`src/rtl/serial_addsub_nand_if.sv`:
```
// Operand/result bundle for the bit-serial add/sub unit.
//   master: drives start, sub, a, b; observes busy, done, sum, cout, ovf
//   slave : the arithmetic unit itself
interface serial_addsub_nand_if #(parameter int WIDTH = 8);
  logic             start;
  logic             sub;
  logic [WIDTH-1:0] a;
  logic [WIDTH-1:0] b;
  logic             busy;
  logic             done;
  logic [WIDTH-1:0] sum;
  logic             cout;
  logic             ovf;

  modport master (output start, sub, a, b,
                  input  busy, done, sum, cout, ovf);
  modport slave  (input  start, sub, a, b,
                  output busy, done, sum, cout, ovf);
endinterface

```
`src/rtl/serial_addsub_nand.sv`:
```
// Bit-serial adder/subtractor, one bit per clock, LSB first.
// Ports:
//   clk  - clock, rising edge
//   rst  - synchronous active-high reset
//   bus  - slave side of serial_addsub_nand_if
//          (start/sub/a/b in; busy/done/sum/cout/ovf out)
// A start accepted at edge k yields a one-cycle done after edge k+WIDTH.
// Results are only written on the last RUN edge, so sum/cout/ovf never
// show partial values while busy.

// One full-adder slice with optional b inversion, nand gates only.
module serial_addsub_nand_cell (
  input  wire a,
  input  wire b,
  input  wire sub,
  input  wire cin,
  output wire s,
  output wire cout
);
  wire n1, n2, n3, bp;
  wire m1, m2, m3, x;
  wire k1, k2, k3;

  // bp = b ^ sub
  nand g_n1 (n1, b, sub);
  nand g_n2 (n2, b, n1);
  nand g_n3 (n3, sub, n1);
  nand g_bp (bp, n2, n3);

  // x = a ^ bp; m1 doubles as ~(a & bp) for the carry
  nand g_m1 (m1, a, bp);
  nand g_m2 (m2, a, m1);
  nand g_m3 (m3, bp, m1);
  nand g_x  (x, m2, m3);

  // s = x ^ cin; k1 doubles as ~(x & cin) for the carry
  nand g_k1 (k1, x, cin);
  nand g_k2 (k2, x, k1);
  nand g_k3 (k3, cin, k1);
  nand g_s  (s, k2, k3);

  // cout = (a & bp) | (x & cin) == majority(a, bp, cin)
  nand g_co (cout, m1, k1);
endmodule

module serial_addsub_nand #(
  parameter int WIDTH = 8
) (
  input logic                  clk,
  input logic                  rst,
  serial_addsub_nand_if.slave  bus
);
  localparam int CW = $clog2(WIDTH);
  localparam logic [CW-1:0] LAST = CW'(WIDTH - 1);

  typedef enum logic [1:0] {IDLE, RUN, DONE} state_t;
  state_t state, state_nxt;

  logic [WIDTH-1:0] a_sr, b_sr, res_sr, sum_r;
  logic             sub_r, c, cout_r, ovf_r;
  logic [CW-1:0]    cnt;
  logic             s_bit, c_nxt, accept, last;

  serial_addsub_nand_cell u_cell (
    .a    (a_sr[0]),
    .b    (b_sr[0]),
    .sub  (sub_r),
    .cin  (c),
    .s    (s_bit),
    .cout (c_nxt)
  );

  assign accept = bus.start && (state != RUN);
  assign last   = (cnt == LAST);

  always_comb begin
    state_nxt = state;
    case (state)
      IDLE:    if (bus.start) state_nxt = RUN;
      RUN:     if (last) state_nxt = DONE;
      DONE:    state_nxt = bus.start ? RUN : IDLE;
      default: state_nxt = IDLE;
    endcase
  end

  always_ff @(posedge clk) begin
    if (rst) state <= IDLE;
    else     state <= state_nxt;
  end

  always_ff @(posedge clk) begin
    if (rst) begin
      a_sr   <= '0;
      b_sr   <= '0;
      res_sr <= '0;
      sum_r  <= '0;
      sub_r  <= 1'b0;
      c      <= 1'b0;
      cout_r <= 1'b0;
      ovf_r  <= 1'b0;
      cnt    <= '0;
    end else if (accept) begin
      a_sr   <= bus.a;
      b_sr   <= bus.b;
      sub_r  <= bus.sub;
      c      <= bus.sub;   // +1 of the two's-complement negate
      res_sr <= '0;
      cnt    <= '0;
    end else if (state == RUN) begin
      a_sr   <= a_sr >> 1;
      b_sr   <= b_sr >> 1;
      res_sr <= {s_bit, res_sr[WIDTH-1:1]};
      c      <= c_nxt;
      cnt    <= last ? '0 : cnt + CW'(1);
      if (last) begin
        // c is still the carry into the MSB on this edge
        sum_r  <= {s_bit, res_sr[WIDTH-1:1]};
        cout_r <= c_nxt;
        ovf_r  <= c ^ c_nxt;
      end
    end
  end

  assign bus.busy = (state == RUN);
  assign bus.done = (state == DONE);
  assign bus.sum  = sum_r;
  assign bus.cout = cout_r;
  assign bus.ovf  = ovf_r;
endmodule

```
`src/flat_wrapper.sv`:
```
// flat-port wrapper written by rule: the top's interface ports become plain ports
module serial_addsub_nand_flat 
#(
  parameter int WIDTH = 8
)
  (clk, rst, bus_start, bus_sub, bus_a, bus_b, bus_busy, bus_done, bus_sum, bus_cout, bus_ovf);
  serial_addsub_nand_if #(.WIDTH(WIDTH)) bus_i ();
  input logic clk;
  input logic rst;
  input wire logic [$bits(bus_i.start)-1:0] bus_start;
  input wire logic [$bits(bus_i.sub)-1:0] bus_sub;
  input wire logic [$bits(bus_i.a)-1:0] bus_a;
  input wire logic [$bits(bus_i.b)-1:0] bus_b;
  output wire logic [$bits(bus_i.busy)-1:0] bus_busy;
  output wire logic [$bits(bus_i.done)-1:0] bus_done;
  output wire logic [$bits(bus_i.sum)-1:0] bus_sum;
  output wire logic [$bits(bus_i.cout)-1:0] bus_cout;
  output wire logic [$bits(bus_i.ovf)-1:0] bus_ovf;
  assign bus_i.start = bus_start;
  assign bus_i.sub = bus_sub;
  assign bus_i.a = bus_a;
  assign bus_i.b = bus_b;
  assign bus_busy = bus_i.busy;
  assign bus_done = bus_i.done;
  assign bus_sum = bus_i.sum;
  assign bus_cout = bus_i.cout;
  assign bus_ovf = bus_i.ovf;
  serial_addsub_nand #(.WIDTH(WIDTH)) u_core (.clk(clk), .rst(rst), .bus(bus_i));
endmodule
```
`config.mk`:
```
export PLATFORM = sky130hd
export DESIGN_NAME = serial_addsub_nand_flat
export DESIGN_NICKNAME = d
export VERILOG_FILES = /design/src/rtl/serial_addsub_nand_if.sv /design/src/rtl/serial_addsub_nand.sv /design/src/flat_wrapper.sv
export SDC_FILE = /design/constraint.sdc
export NUM_CORES = 1
export LEC_CHECK = 0
export ABC_AREA = 1
export ABC_CLOCK_PERIOD_IN_PS = 1700
export BUFFER_PORTS_ARGS = -buffer_cell sky130_fd_sc_hd__buf_2
export CORE_MARGIN = 1.5
export CORE_UTILIZATION = 40
export DETAILED_ROUTE_END_ITERATION = 10
export PLACE_DENSITY_LB_ADDON = 0.15
export SYNTH_ARGS = -nofsm -noshare
export SYNTH_HDL_FRONTEND = slang
export SYNTH_SLANG_ARGS = --single-unit
```
`constraint.sdc`:
```
create_clock -name clk -period 1.7 [get_ports clk]
set_input_delay 0.34 -clock clk [delete_from_list [all_inputs] [get_ports clk]]
set_output_delay 0.34 -clock clk [all_outputs]
set_load 0.005 [all_outputs]
```
**Word-level counts from Yosys, hierarchy flattened**

Cells that the tools add are included.

- Multipliers: 0
- Bitwise operators: 28
- Shift-type cells: 0
- Order comparisons: 0
- Div/mod/pow operators: 0
- Multiplexer cells: 11
- Reductions and logical operators: 6
- Add/sub/neg operators: 1
- Equality and inequality tests: 6

Operator list:

| operator | number |
|---|---|
| 2-to-1 mux 8 bit | 4 |
| NOT 1 bit | 14 |
| AND 1 bit | 13 |
| one-hot mux 2 bit (3 select lines) | 1 |
| 2-to-1 mux 2 bit | 2 |
| inequality test 2 x 1 -> 1 bit (second input constant) | 2 |
| adder 3 x 1 -> 3 bit (second input constant) | 1 |
| equality test 3 bit (second input constant) | 1 |
| 2-to-1 mux 1 bit | 3 |
| 2-to-1 mux 3 bit | 1 |
| AND reduction 3 bit | 1 |
| equality test 2 x 1 -> 1 bit (second input constant) | 1 |
| equality test 2 bit (second input constant) | 1 |
| logical NOT 2 bit | 1 |
| inequality test 2 bit (second input constant) | 1 |
| AND reduction 2 bit | 1 |
| nonzero test 2 bit | 1 |
| OR reduction 2 bit | 1 |
| logical AND 1 bit | 1 |
| bitwise XOR 1 bit | 1 |

- Register bits: 41
- Memories: 0
- Input port bits: 20
- RAM bits: 0
- Bits in latches: 0
- Memory bits (read-only): 0

**Logic depth before layout (Yosys ltp)**

Gate-level depths: netlist of the first run.

- Depth after elaboration: 18
- Mapped depth: 8

**Hierarchy**

Synthesis of the first run repeated with hierarchy kept, for this count alone.

- Cells, all modules: 241
- Area, all modules: 1732.9 µm²

Modules (own cells, without submodules):

| module | area each (µm²) | cells an instance | instances |
|---|---|---|---|
| serial_addsub_nand | 1679.1 | 231 | 1 |
| serial_addsub_nand_cell | 53.8 | 10 | 1 |

**Worst setup path before layout of the first run**

Ideal clock, no wire load.

- Path type: register to register
- Start point: register u_core.b_sr[0]
- End point: register u_core.res_sr[7]
- Path buffers: 0
- Library setup time: 0.070 ns
- Required time: 1.630 ns
- Path slack: 0.337 ns
- Arrival: 1.293 ns
- Stages on the path, launching flop included: 5
- Cells stage by stage: dfxtp_1 xnor2_1 fa_1 or2_2 a21oi_1

- Longest elaborated chain between the ends: 18
- Elaborated cells on any way between the ends: 24
- Those cells by class: bitwise (24)

RTL lines:

| element | line | text |
|---|---|---|
| start, declared | serial_addsub_nand.sv:59 | `logic [WIDTH-1:0] a_sr, b_sr, res_sr, sum_r;` |
| start signal, assigned | serial_addsub_nand.sv:104 | `b_sr <= bus.b;` |
| start signal, assigned | serial_addsub_nand.sv:111 | `b_sr <= b_sr >> 1;` |
| AND 1 bit | serial_addsub_nand.sv:25 | `nand g_n1 (n1, b, sub);` |
| NOT 1 bit | serial_addsub_nand.sv:25 |  |
| AND 1 bit, on equally long branches | serial_addsub_nand.sv:26, serial_addsub_nand.sv:27 |  |
| NOT 1 bit, on equally long branches | serial_addsub_nand.sv:26, serial_addsub_nand.sv:27 |  |
| AND 1 bit (*) | serial_addsub_nand.sv:28 | `nand g_bp (bp, n2, n3);` |
| NOT 1 bit (*) | serial_addsub_nand.sv:28 |  |
| AND 1 bit | serial_addsub_nand.sv:31 | `nand g_m1 (m1, a, bp);` |
| NOT 1 bit | serial_addsub_nand.sv:31 |  |
| [... 2 more ...] | n/a |  |
| AND 1 bit (*) | serial_addsub_nand.sv:34 | `nand g_x (x, m2, m3);` |
| NOT 1 bit (*) | serial_addsub_nand.sv:34 |  |
| AND 1 bit | serial_addsub_nand.sv:37 | `nand g_k1 (k1, x, cin);` |
| NOT 1 bit | serial_addsub_nand.sv:37 |  |
| AND 1 bit, on equally long branches | serial_addsub_nand.sv:38, serial_addsub_nand.sv:39 |  |
| NOT 1 bit, on equally long branches | serial_addsub_nand.sv:38, serial_addsub_nand.sv:39 |  |
| AND 1 bit (*) | serial_addsub_nand.sv:40 | `nand g_s (s, k2, k3);` |
| NOT 1 bit (*) | serial_addsub_nand.sv:40 |  |
| end signal, assigned | serial_addsub_nand.sv:112 | `res_sr <= {s_bit, res_sr[WIDTH-1:1]};` |
| end, declared | serial_addsub_nand.sv:59 |  |

Mark *: on every way between the ends. The rest lies on a longest branch, timed or not.
A chain may end at the register's enable or synchronous reset.

**Worst setup path in the final report of the first run**

- Start point: register u_core.state[0]
- End point: output bus_busy

- Longest elaborated chain between the ends: 1

RTL lines:

| element | line | text |
|---|---|---|
| start, declared | serial_addsub_nand.sv:57 | `state_t state, state_nxt;` |
| start signal, assigned | serial_addsub_nand.sv:88 | `else state <= state_nxt;` |
| equality test 2 x 1 -> 1 bit | serial_addsub_nand.sv:124 | `assign bus.busy = (state == RUN);` |
| end, declared | flat_wrapper.sv:14 | `output wire logic [$bits(bus_i.busy)-1:0] bus_busy;` |

Every way passes these cells.

==> results of run 1 <==
==> synthesized netlist by cell type (2+ instances only) <==
| master | number | area share [%] |
|---|---|---|
| a21oi_2 | 4 | 2.0 |
| dfxtp_1 | 40 | 46 |
| nand2_1 | 69 | 15 |
| nand3_1 | 55 | 16 |
| a21oi_1 | 11 | 3.2 |
| inv_1 | 21 | 4.5 |
| o21ai_0 | 4 | 1.2 |
| buf_4 | 5 | 2.2 |
| nand2_2 | 3 | 1.1 |
| inv_2 | 2 | 0.43 |
| buf_6 | 2 | 1.3 |
| ha_1 | 2 | 1.4 |
| nor2_1 | 7 | 1.5 |
| buf_2 | 3 | 0.86 |
==> area by class of cell <==
cell class              instances  share of cell area, %
clock buffers                   6                   3.58
multi-input cells             160                   38.1
clock inverters                 1                  0.247
repair buffers                 40                   11.0
flip-flops and latches         40                   39.6
well taps                      50                   3.09
inverters                      24                   4.45
==> flip-flops by register name, summed over array words and instances (netlist names) <==
name / count
u_core.a_sr: 8
u_core.b_sr: 8
u_core.bus.sum: 8
u_core.res_sr: 7
u_core.cnt: 3
u_core.state: 2
u_core.bus.cout: 1
u_core.bus.ovf: 1
u_core.c: 1
u_core.sub_r: 1
==> metal layers <==
layer  wire length, um  share of wire (%)  track usage, %
met5                 0                  0               0
met4                75                2.0            8.09
met3               135                3.7            5.03
met2              1580                 43            24.6
met1              1900                 52            26.0
==> stage by stage <==
stage	hold WS, ns	util (%)	total power, mW	area (um^2)	instances
2_1_floorplan	0.409	-	1.16	1740	235
3_3_place_gp	0.453	47.6	1.22	1950	314
3_5_place_dp	0.454	47.6	1.22	1950	314
4_1_cts	0.272	49.5	1.81	2020	321
5_1_grt	0.271	49.5	1.89	2020	321
6_report	0.283	49.5	1.78	2020	321
==> critical path: cells and delay by family, from the launching register on <==
kind / cells / cell delay, ns
DFF: 1 / 0.38
and+or+nand+nor: 1 / 0.22
buffers and inverters: 2 / 0.24
==> power groups by stage <==
| stage | sequential, mW | clock [mW] | combinational, mW |
|---|---|---|---|
| final | 0.988 | 0.581 | 0.212 |
| after global routing | 0.991 | 0.661 | 0.243 |
| after CTS | 0.987 | 0.609 | 0.214 |
| after detailed placement | 1.01 | 0 | 0.213 |
| after global placement | 1.01 | 0 | 0.213 |
| after floorplan | 1.01 | 0 | 0.157 |
==> worst max-delay path by stage <==
stage                                          to  cells past startpoint
finish                                   bus_busy                      3
CTS                                      bus_busy                      3
detailed placement  u_core.res_sr[7]$_SDFFE_PP0P_                      4
floorplan           u_core.res_sr[7]$_SDFFE_PP0P_                      4
global placement    u_core.res_sr[7]$_SDFFE_PP0P_                      4
global route                             bus_busy                      3
==> logic make-up (layout without fill, tap and decap cells) <==
group	Yosys count	in the layout	share of synthesized area [%]
and+or+nand+nor	137	137	34.9
buffers and inverters	35	71	9.71
adders and majority gates	3	3	2.59
AOI/OAI and AO/OA	19	19	6.33
xor gates and xnor gates	1	1	0.503
DFF	40	40	46.0
==> impl_results.md, run 1 <==
- Fraction of layout cells with a size suffix above 1: a little over a fifth
- Hold/Removal Path Class: in -> reg
- # resized after CTS: 0
- Synth Register Bits: 40
- Vias: 1,513
- CP endpoint kind: output pin
- Critical Path RT: 1.36 ns
- Final slew viol count: 0
- Worst Hold End: u_core.a_sr[7]$_SDFFE_PP0P_
- Avg Cell Area, Syn: ~7.4 um^2
- Main synth FF type: dfxtp_1
- CP cell instances: inv_2, nor2_4, buf_2
- Startpoint types: register
- Routed WL per cell: roughly 12 um
- DPL Wire Length: around 2.6 mm
- Hold_sp: rst
- Clk slew on worst S/H paths: around 0.070 ns
- CTS tree: yes
- # IOs: 32
- Detailed Route Iter0 Violations: 53
- Register-to-Register Path Depth: 4
- Grt total ovfl: 0
- IO Port Bufs: 31
- Row cnt: 23
- Post-synth EDFFs: 0
- Commonest non-fill, non-tap cell in the layout: nand2_1
- Starting Density: 42.6%
- Period utilisation layout: between 80% and 90%
- Area Growth Syn to Fin: 16.3%
- Chip width: between 60 and 70 um
- Sequential area share after synthesis: 46.0%
- DRC: 0
- Filler instances: between 400 and 500
- Clock Tree Buf Depth: 2
- Max Clock Skew: 0.00375 ns
- Share of total power in the clock network: about a third
- Worst-Margin Slew: between 0.4 and 0.5 ns
- Pwr Density: 880 nW/um^2
- Register area: around 800 um^2
- Drt first pass iters: 4
- Largest net degree at the start of global routing: 17
- Peak supply drop: 0.000356 V
- NetSw: roughly 0.45 mW
- Placer Congestion: approximately 0.74
- Worst-path maximum fanout: 10
- Worst reg2reg setup slack: 0.29 ns
- H-tree Lvls: 2
- Outcome: completed
- DRT antenna net count: 0
- Antenna diode count: 0
- Reg-to-reg startpoint: u_core.b_sr[0]$_SDFFE_PP0P_
- First-pass GRT wire length: approximately 6.1 mm
- Max_cap viols: 0
- Synthesized Nets: approximately 260
- Root Buffer: clkbuf_8
- Clock tree sinks: 40
- Die H: about 70 um
- Die area: around 4800 um^2
- Final setup violation count: 0
- Setup_tns: 0 ns
- Sw frac: approximately 25%
- Final Hold Fails: 0
- Core region area: 4090 um^2
- Final min period: about 1.5 ns
- Post-synthesis instance area: 1740 um^2
- Yosys synthesis warning count: 0
- Fmax: ~680 MHz
- Worst slew margin: about two thirds
- Cts bufs inserted: 5
- RSZ-0062 raised after global routing: no
- Initial antenna violation count: 0
- Final WL: 3.70 mm
- All-Layer GR Usage: between 10% and 20%
- Internal power: 1.33 mW
- Leak pwr: roughly 1.0 nW
- Largest stage delay on the critical path: between 0.3 and 0.4 ns
- Netlist cell types: 21
- Cts hold-fix bufs: 0
- Critical path arrival: around 1.1 ns
- Via density: ~4.7
- Setup crit start: u_core.state[0]$_SDFFE_PP0P_
- Post-CTS Setup Bufs: 0
- Multi-input gate area: 771 um^2
- Vias in the first global route: 1,274
- Async SR Flop Fraction: 0%
- CP Class: reg -> out
- Worst skew pair latency: about 0.29 ns
- Gate power share: 11.9%
- Most frequent cells in the layout: 69 x nand2_1, 55 x nand3_1, 40 x dfxtp_1
- Final worst slack: 0.239 ns
- WHS Path Cells: 2
- Slowest-stage cell, CP: dfxtp_1
- Cells after synthesis: between 200 and 250
- Worst reg2reg endpoint: u_core.res_sr[7]$_SDFFE_PP0P_
- Place WS: 0.280 ns
- Final net count: roughly 290
- Sequential share of power: around 56%
No activity file was read; power rests on OpenSTA's default activity.
==> inputs of run 2 (changes only) <==
- CORE_UTILIZATION: 40 -> 54
- SYNTH_HIERARCHICAL: unset -> 1
==> impl_results.md, run 2 <==
- Worst reg2reg endpoint: u_core/bus.ovf$_SDFFE_PP0P_
- Final worst slack: 0.117 ns (-0.121 ns)
- Synth Register Bits: 40 (unchanged)
- Async SR Flop Fraction: 0% (unchanged)
- Most frequent cells in the layout: 76 x nand2_1, 55 x nand3_1, 40 x dfxtp_1
- Die H: 59.7 um (-14%)
- Sequential share of power: 58.1% (+2.6 points)
- Placed Instances: 312 (-0.64%)
- Final slew viol count: 0 (unchanged)
- IO Port Bufs: 31 (unchanged)
- Post-CTS Setup Bufs: 0 (unchanged)
- Max_cap viols: 0 (unchanged)
- Placer Congestion: 0.753 (+1.1%)
- Critical Path RT: 1.36 ns (about the same)
- Fraction of layout cells with a size suffix above 1: 19.6% (-1.8 points)
- Post-synth EDFFs: 0 (unchanged)
- Pwr Density: 848 nW/um^2 (-3.6%)
- Grt total ovfl: 0 (unchanged)
- Critical path arrival: 1.24 ns (+0.12 ns)
- Vias: 1,568 (+3.6%)
- Core region area: 3050 um^2 (-25%)
- CP Class: reg -> out
- Routed WL per cell: 10.4 um (-9.8%)
- Worst-Margin Slew: 0.483 ns (-0.0000381 ns)
- Startpoint types: register
- Vias in the first global route: 1,317 (+3.4%)
- Area leader, netlist: dfxtp_1
- Register-to-Register Path Depth: 8 (+4)
- Non-Filler Instances: 320 (-0.31%)
- Cells after synthesis: 241 (+2.6%)
- CP cell instances: inv_1, nor2_4, buf_2
- Largest stage delay on the critical path: 0.37 ns (about the same)
- Sw frac: 26.4% (+1.1 points)
- Avg Cell Area, Syn: 7.19 um^2 (-2.9%)
- Register area: 801 um^2 (unchanged)
- # resized after CTS: 0 (unchanged)
- Post-synthesis instance area: 1730 um^2 (-0.43%)
- Multi-input gate area: 758 um^2 (-1.6%)
- All-Layer GR Usage: 21.2% (+3.2 points)
- # IOs: 32 (unchanged)
- Starting Density: 56.8% (+14 points)
- Worst slew margin: 67.8% (about the same)
- Worst skew pair latency: 0.35 ns (+0.06 ns)
- Final setup violation count: 0 (unchanged)
- Cts hold-fix bufs: 0 (unchanged)
- Worst-path maximum fanout: 12 (+2)
- Hold/Removal Path Class: in -> reg
- Worst reg2reg setup slack: 0.35 ns (+0.06 ns)
- Hold_sp: rst
- CP endpoint kind: output pin
- Peak supply drop: 0.000618 V (+74%)
- Cts bufs inserted: 5 (unchanged)
- Filler instances: 291 (-30%)
- Outcome: completed
- Post-synth top area share: 46.2% (+0.20 points)
- Share of total power in the clock network: 29.4% (-3.2 points)
- Initial antenna violation count: 0 (unchanged)
- NetSw: 0.449 mW (-0.47%)
- Gate power share: 12.5% (+0.6 points)
- DRC: 0 (unchanged)
- Drt first pass iters: 4 (unchanged)
- Place WS: 0.382 ns (+0.102 ns)
- Clk slew on worst S/H paths: 0.11 ns (+0.04 ns)
- Yosys synthesis warning count: 6 (+6)
- Most instantiated cells after synthesis: 76 x nand2_1, 55 x nand3_1, 40 x dfxtp_1
- Buf/Inv on CP: 2 (unchanged)
- H-tree Lvls: 2 (unchanged)
- Main synth FF type: dfxtp_1
- Clock tree sinks: 40 (unchanged)
- Final Hold Fails: 0 (unchanged)
- Detailed Route Iter0 Violations: 41 (-23%)
- Final net count: 298 (+1.4%)
- Max Clock Skew: 0.00929 ns (+0.00554 ns)
- Antenna diode count: 0 (unchanged)
- Reg-to-reg startpoint: u_core/b_sr[0]$_SDFFE_PP0P_
- DPL Wire Length: 2.31 mm (-12%)
- Netlist cell types: 20 (-4.8%)
- Chip width: 59.7 um (-14%)
- Worst Hold End: u_core/sub_r$_SDFFE_PP0P_
- Period utilisation layout: 93.1% (+7.1 points)
- Root Buffer: clkbuf_4
- RSZ-0062 raised after global routing: no
- Commonest non-fill, non-tap cell in the layout: nand2_1
- Row cnt: 20 (-13%)
- Leak pwr: 1.03 nW (+2.4%)
- Ranking of synthesized cells by area: dfxtp_1 46%, nand2_1 16%, nand3_1 16%
- WHS: 0.207 ns (-0.0756 ns)
- Final WL: 3.33 mm (-10%)
- Largest net degree at the start of global routing: 28 (+11)
- Setup_tns: 0 ns (unchanged)
- CTS tree: yes
- Clock Tree Buf Depth: 2 (unchanged)
- WHS Path Cells: 2 (unchanged)
- Die area: 3560 um^2 (-25%)
- Sequential area share after synthesis: 46.2% (+0.20 points)
- Slowest-stage cell, CP: dfxtp_1
- Most frequent cell after synthesis: nand2_1
- Area Growth Syn to Fin: 15.5%
- CP top delay family: flip-flops
- Synthesized Nets: 264 (+2.3%)
- DRT antenna net count: 0 (unchanged)
- Internal power: 1.25 mW (-6.1%)
- Fmax: 632 MHz (-7.7%)
- First-pass GRT wire length: 5.58 mm (-8.3%)
- Final min period: 1.58 ns (+0.121 ns)
- Via density: 4.90 (+4.0%)
- WP depth: 3 (unchanged)
==> run 2: changes by cell type in the layout (fill, tap and decap cells not counted), sizes merged <==
cell	before	now
a21oi	15	14
buf	40	38
clkinv	2	3
inv	23	27
nand2	72	78
nand3	56	55
nor2	8	9
o21ai	4	2
or2	1	0
xnor2	1	0
xor2	0	1
==> run 2: final cells by class <==
type	instances	area share (%)
Inverter	28	5.25
Clock buffer	6	2.56
Timing Repair Buffer	38	11.0
Multi-Input combinational cell	162	37.9
Tap cell	44	2.75
Clock inverter	2	0.500
Sequential cell	40	40.0
==> run 2: power by group through the flow <==
stage | combinational (mW) | clock [mW] | sequential [mW]
final | 0.212 | 0.498 | 0.987
after global routing | 0.240 | 0.549 | 0.992
after CTS | 0.213 | 0.517 | 0.987
after detailed placement | 0.212 | 0 | 1.01
after global placement | 0.211 | 0 | 1.01
after floorplan | 0.152 | 0 | 1.00
==> run 2: metal layers <==
metal / vias to the layer above / part of all wire, % / track usage [%]
met1: 699 / 50 / 27.6
li1: 832 / - / -
met2: 29 / 44 / 32.6
met3: 8 / 4.1 / 4.55
met5: - / 0 / 0
met4: 0 / 1.9 / 11.4
==> run 2: worst max path at each step <==
stage	startpoint	to	slack, ns
6_report	u_core/state[0]$_SDFFE_PP0P_	bus_busy	0.12
3_3_place_gp	u_core/b_sr[0]$_SDFFE_PP0P_	u_core/bus.ovf$_SDFFE_PP0P_	0.39
4_1_cts	u_core/state[0]$_SDFFE_PP0P_	bus_busy	0.09
3_5_place_dp	u_core/b_sr[0]$_SDFFE_PP0P_	u_core/bus.ovf$_SDFFE_PP0P_	0.38
2_1_floorplan	u_core/b_sr[0]$_SDFFE_PP0P_	u_core/bus.ovf$_SDFFE_PP0P_	0.47
5_1_grt	u_core/state[0]$_SDFFE_PP0P_	bus_busy	0.04
==> run 2: metrics by stage <==
| step | area [um^2] | util (%) | total power, mW |
|---|---|---|---|
| final | 2000 | 65.5 | 1.70 |
| after global routing | 2000 | 65.5 | 1.78 |
| after CTS | 2000 | 65.5 | 1.72 |
| after detailed placement | 1940 | 63.5 | 1.22 |
| after global placement | 1940 | 63.5 | 1.22 |
| after floorplan | 1730 | - | 1.16 |
==> run 2: cell families (layout without fill, tap and decap cells) <==
| group | after synthesis | in the layout | synth area share [%] |
|---|---|---|---|
| AO/OA/AOI/OAI | 16 | 16 | 5.05 |
| XOR/XNOR | 1 | 1 | 0.506 |
| adder cells (fa/ha/maj) | 3 | 3 | 2.60 |
| buffers and inverters | 39 | 74 | 10.0 |
| flip-flops | 40 | 40 | 46.2 |
| AND/OR/NAND/NOR | 142 | 142 | 35.6 |
==> run 2: worst reg2reg max path, delay by kind of cell (launching register included) <==
kind	cells	cell delay (ns)
flip-flops	1	0.37
AND/OR/NAND/NOR	4	0.26
buffers and inverters	2	0.16
XOR/XNOR	1	0.16
adder cells (fa/ha/maj)	1	0.35
==> inputs of run 3 (changes only) <==
- ABC_CLOCK_PERIOD_IN_PS: 1700 -> 1600
- MAX_ROUTING_LAYER: unset -> met4
- clock period: 1.7 -> 1.6 ns (I/O delays scaled with it)
==> impl_results.md, run 3 (synthesis gave the netlist of run 2 again) <==
- Outcome: completed
- Worst-Margin Slew: 0.452 ns (-0.0311 ns)
- First-pass GRT wire length: 5.75 mm (+3.1%)
- H-tree Lvls: 2 (unchanged)
- Period utilisation layout: between 90 and 100%
- Setup crit start: u_core/state[0]$_SDFFE_PP0P_
- Max_cap viols: 0 (unchanged)
- # IOs: 32 (unchanged)
- Startpoint types: register
- Root Buffer: clkbuf_4
- Max Clock Skew: 0.00601 ns (-0.00328 ns)
- Setup_tns: 0 ns (unchanged)
- Commonest non-fill, non-tap cell in the layout: nand2_1
- Final min period: 1.49 ns
- Critical path destination: bus_busy
- Worst reg2reg endpoint: u_core/bus.ovf$_SDFFE_PP0P_
- Area Growth Syn to Fin: 19.3%
- Detailed Route Iter0 Violations: 51 (+24%)
- Peak supply drop: 0.000960 V (+55%)
- Fmax: approximately 670 MHz
- CP endpoint kind: output pin
- Grt total ovfl: 0 (unchanged)
- Leak pwr: 1.06 nW (+2.4%)
- DRT antenna net count: 0 (unchanged)
- Final WL: 3.43 mm (+3.1%)
- Reg-to-reg startpoint: u_core/sub_r$_SDFFE_PP0P_
- Worst slew margin: 69.9% (+2.1 points)
- Via density: 4.90 (unchanged)
- Fraction of layout cells with a size suffix above 1: 19.6% (unchanged)
- Initial antenna violation count: 0 (unchanged)
- Filler instances: 298 (+2.4%)
- Pwr Density: 1090 nW/um^2 (+28%)
- Placed Instances: 312 (unchanged)
- Final net count: 298 (unchanged)
- Critical path arrival: 1.17 ns (-0.07 ns)
- RSZ-0062 raised after global routing: no
- Starting Density: 56.8% (unchanged)
- Most frequent cells in the layout: 76 x nand2_1, 55 x nand3_1, 40 x dfxtp_1
- Clock Tree Buf Depth: 2 (unchanged)
- Drt first pass iters: 6 (+2)
- Worst-path maximum fanout: 7 (-5)
- Placer Congestion: 0.746 (-0.90%)
- Chip width: 59.7 um (unchanged)
- Non-Filler Instances: 320 (unchanged)
- Die H: 59.7 um (unchanged)
- Antenna diode count: 0 (unchanged)
- Final setup violation count: 0 (unchanged)
- Clock tree sinks: 40 (unchanged)
- DRC: 0 (unchanged)
- Vias in the first global route: 1,381 (+4.9%)
- Die area: 3560 um^2 (unchanged)
- DPL Wire Length: 2.37 mm (+2.8%)
- Routed WL per cell: 10.7 um (+3.1%)
- Core region area: 3050 um^2 (unchanged)
- Place WS: 0.235 ns (-0.148 ns)
- IO Port Bufs: 31 (unchanged)
- Row cnt: 20 (unchanged)
- Largest net degree at the start of global routing: 23 (-18%)
- Worst skew pair latency: 0.35 ns (about the same)
- Util after Layout: 67.7% (+2.2 points)
- Register-to-Register Path Depth: 8 (unchanged)
- Critical Path RT: 1.28 ns (-0.08 ns)
- Cts bufs inserted: 5 (unchanged)
- Worst reg2reg setup slack: 0.22 ns (-0.13 ns)
- Final worst slack: 0.107 ns (-0.0107 ns)
- Final Hold Fails: 0 (unchanged)
- Final slew viol count: 0 (unchanged)
- Vias: 1,568 (unchanged)
- # resized after CTS: 0 (unchanged)
- CTS tree: yes
- CP Class: reg -> out
- All-Layer GR Usage: 22.1% (+0.98 points)
- Post-CTS Setup Bufs: 0 (unchanged)
- Hold/Removal Path Class: in -> reg
- Clk slew on worst S/H paths: 0.12 ns (about the same)
- Cts hold-fix bufs: 0 (unchanged)
==> run 3: worst min-delay path by stage <==
stage	startpoint	end	slack, ns	depth (start not counted)
finish	rst	u_core/a_sr[7]$_SDFFE_PP0P_	0.19	2
global placement	u_core/res_sr[1]$_SDFFE_PP0N_	u_core/res_sr[1]$_SDFFE_PP0N_	0.45	2
CTS	rst	u_core/a_sr[7]$_SDFFE_PP0P_	0.18	2
floorplan	rst	u_core/a_sr[7]$_SDFFE_PP0P_	0.39	1
detailed placement	u_core/res_sr[2]$_SDFFE_PP0N_	u_core/bus.sum[1]$_SDFFE_PP0P_	0.45	2
global route	rst	u_core/sub_r$_SDFFE_PP0P_	0.18	2
==> run 3: metrics by stage <==
| step | total power [mW] | hold slack [ns] | cell area, um^2 |
|---|---|---|---|
| after floorplan | 1.23 | 0.389 | 1730 |
| after detailed placement | 1.30 | 0.455 | 1940 |
| after global routing | 2.36 | 0.176 | 2070 |
| after CTS | 2.27 | 0.177 | 2070 |
| after global placement | 1.30 | 0.451 | 1940 |
| final | 2.25 | 0.195 | 2070 |
==> run 3: area by class of cell <==
| class | count | area, um^2 | share of cell area [%] |
|---|---|---|---|
| clock inverters | 3 | 90.1 | 4.36 |
| flip-flops and latches | 40 | 801 | 38.7 |
| multi-input cells | 162 | 758 | 36.7 |
| repair buffers | 38 | 220 | 10.7 |
| inverters | 28 | 105 | 5.08 |
| well taps | 44 | 55.1 | 2.66 |
| clock buffers | 5 | 37.5 | 1.82 |
==> run 3: metal layers <==
layer  wire, um  vias to the layer above  track usage (%)
li1           -                      834                -
met1       1600                      687             25.2
met5          0                        -                -
met3        188                        9             6.71
met4         59                        0             8.89
met2       1580                       38             36.2
==> run 3: where the power goes <==
group | leakage (nW) | switching (mW) | internal (mW)
clock network | 0.0654 | 0.332 | 0.644
registers | 0.325 | 0.0197 | 1.03
logic | 0.669 | 0.139 | 0.0891
==> run 3: worst max-delay path: stages (launching register included) <==
cell and delay, ns:
dfxtp_1 0.38, inv_1 0.09, nor2_4 0.20, buf_2 0.16
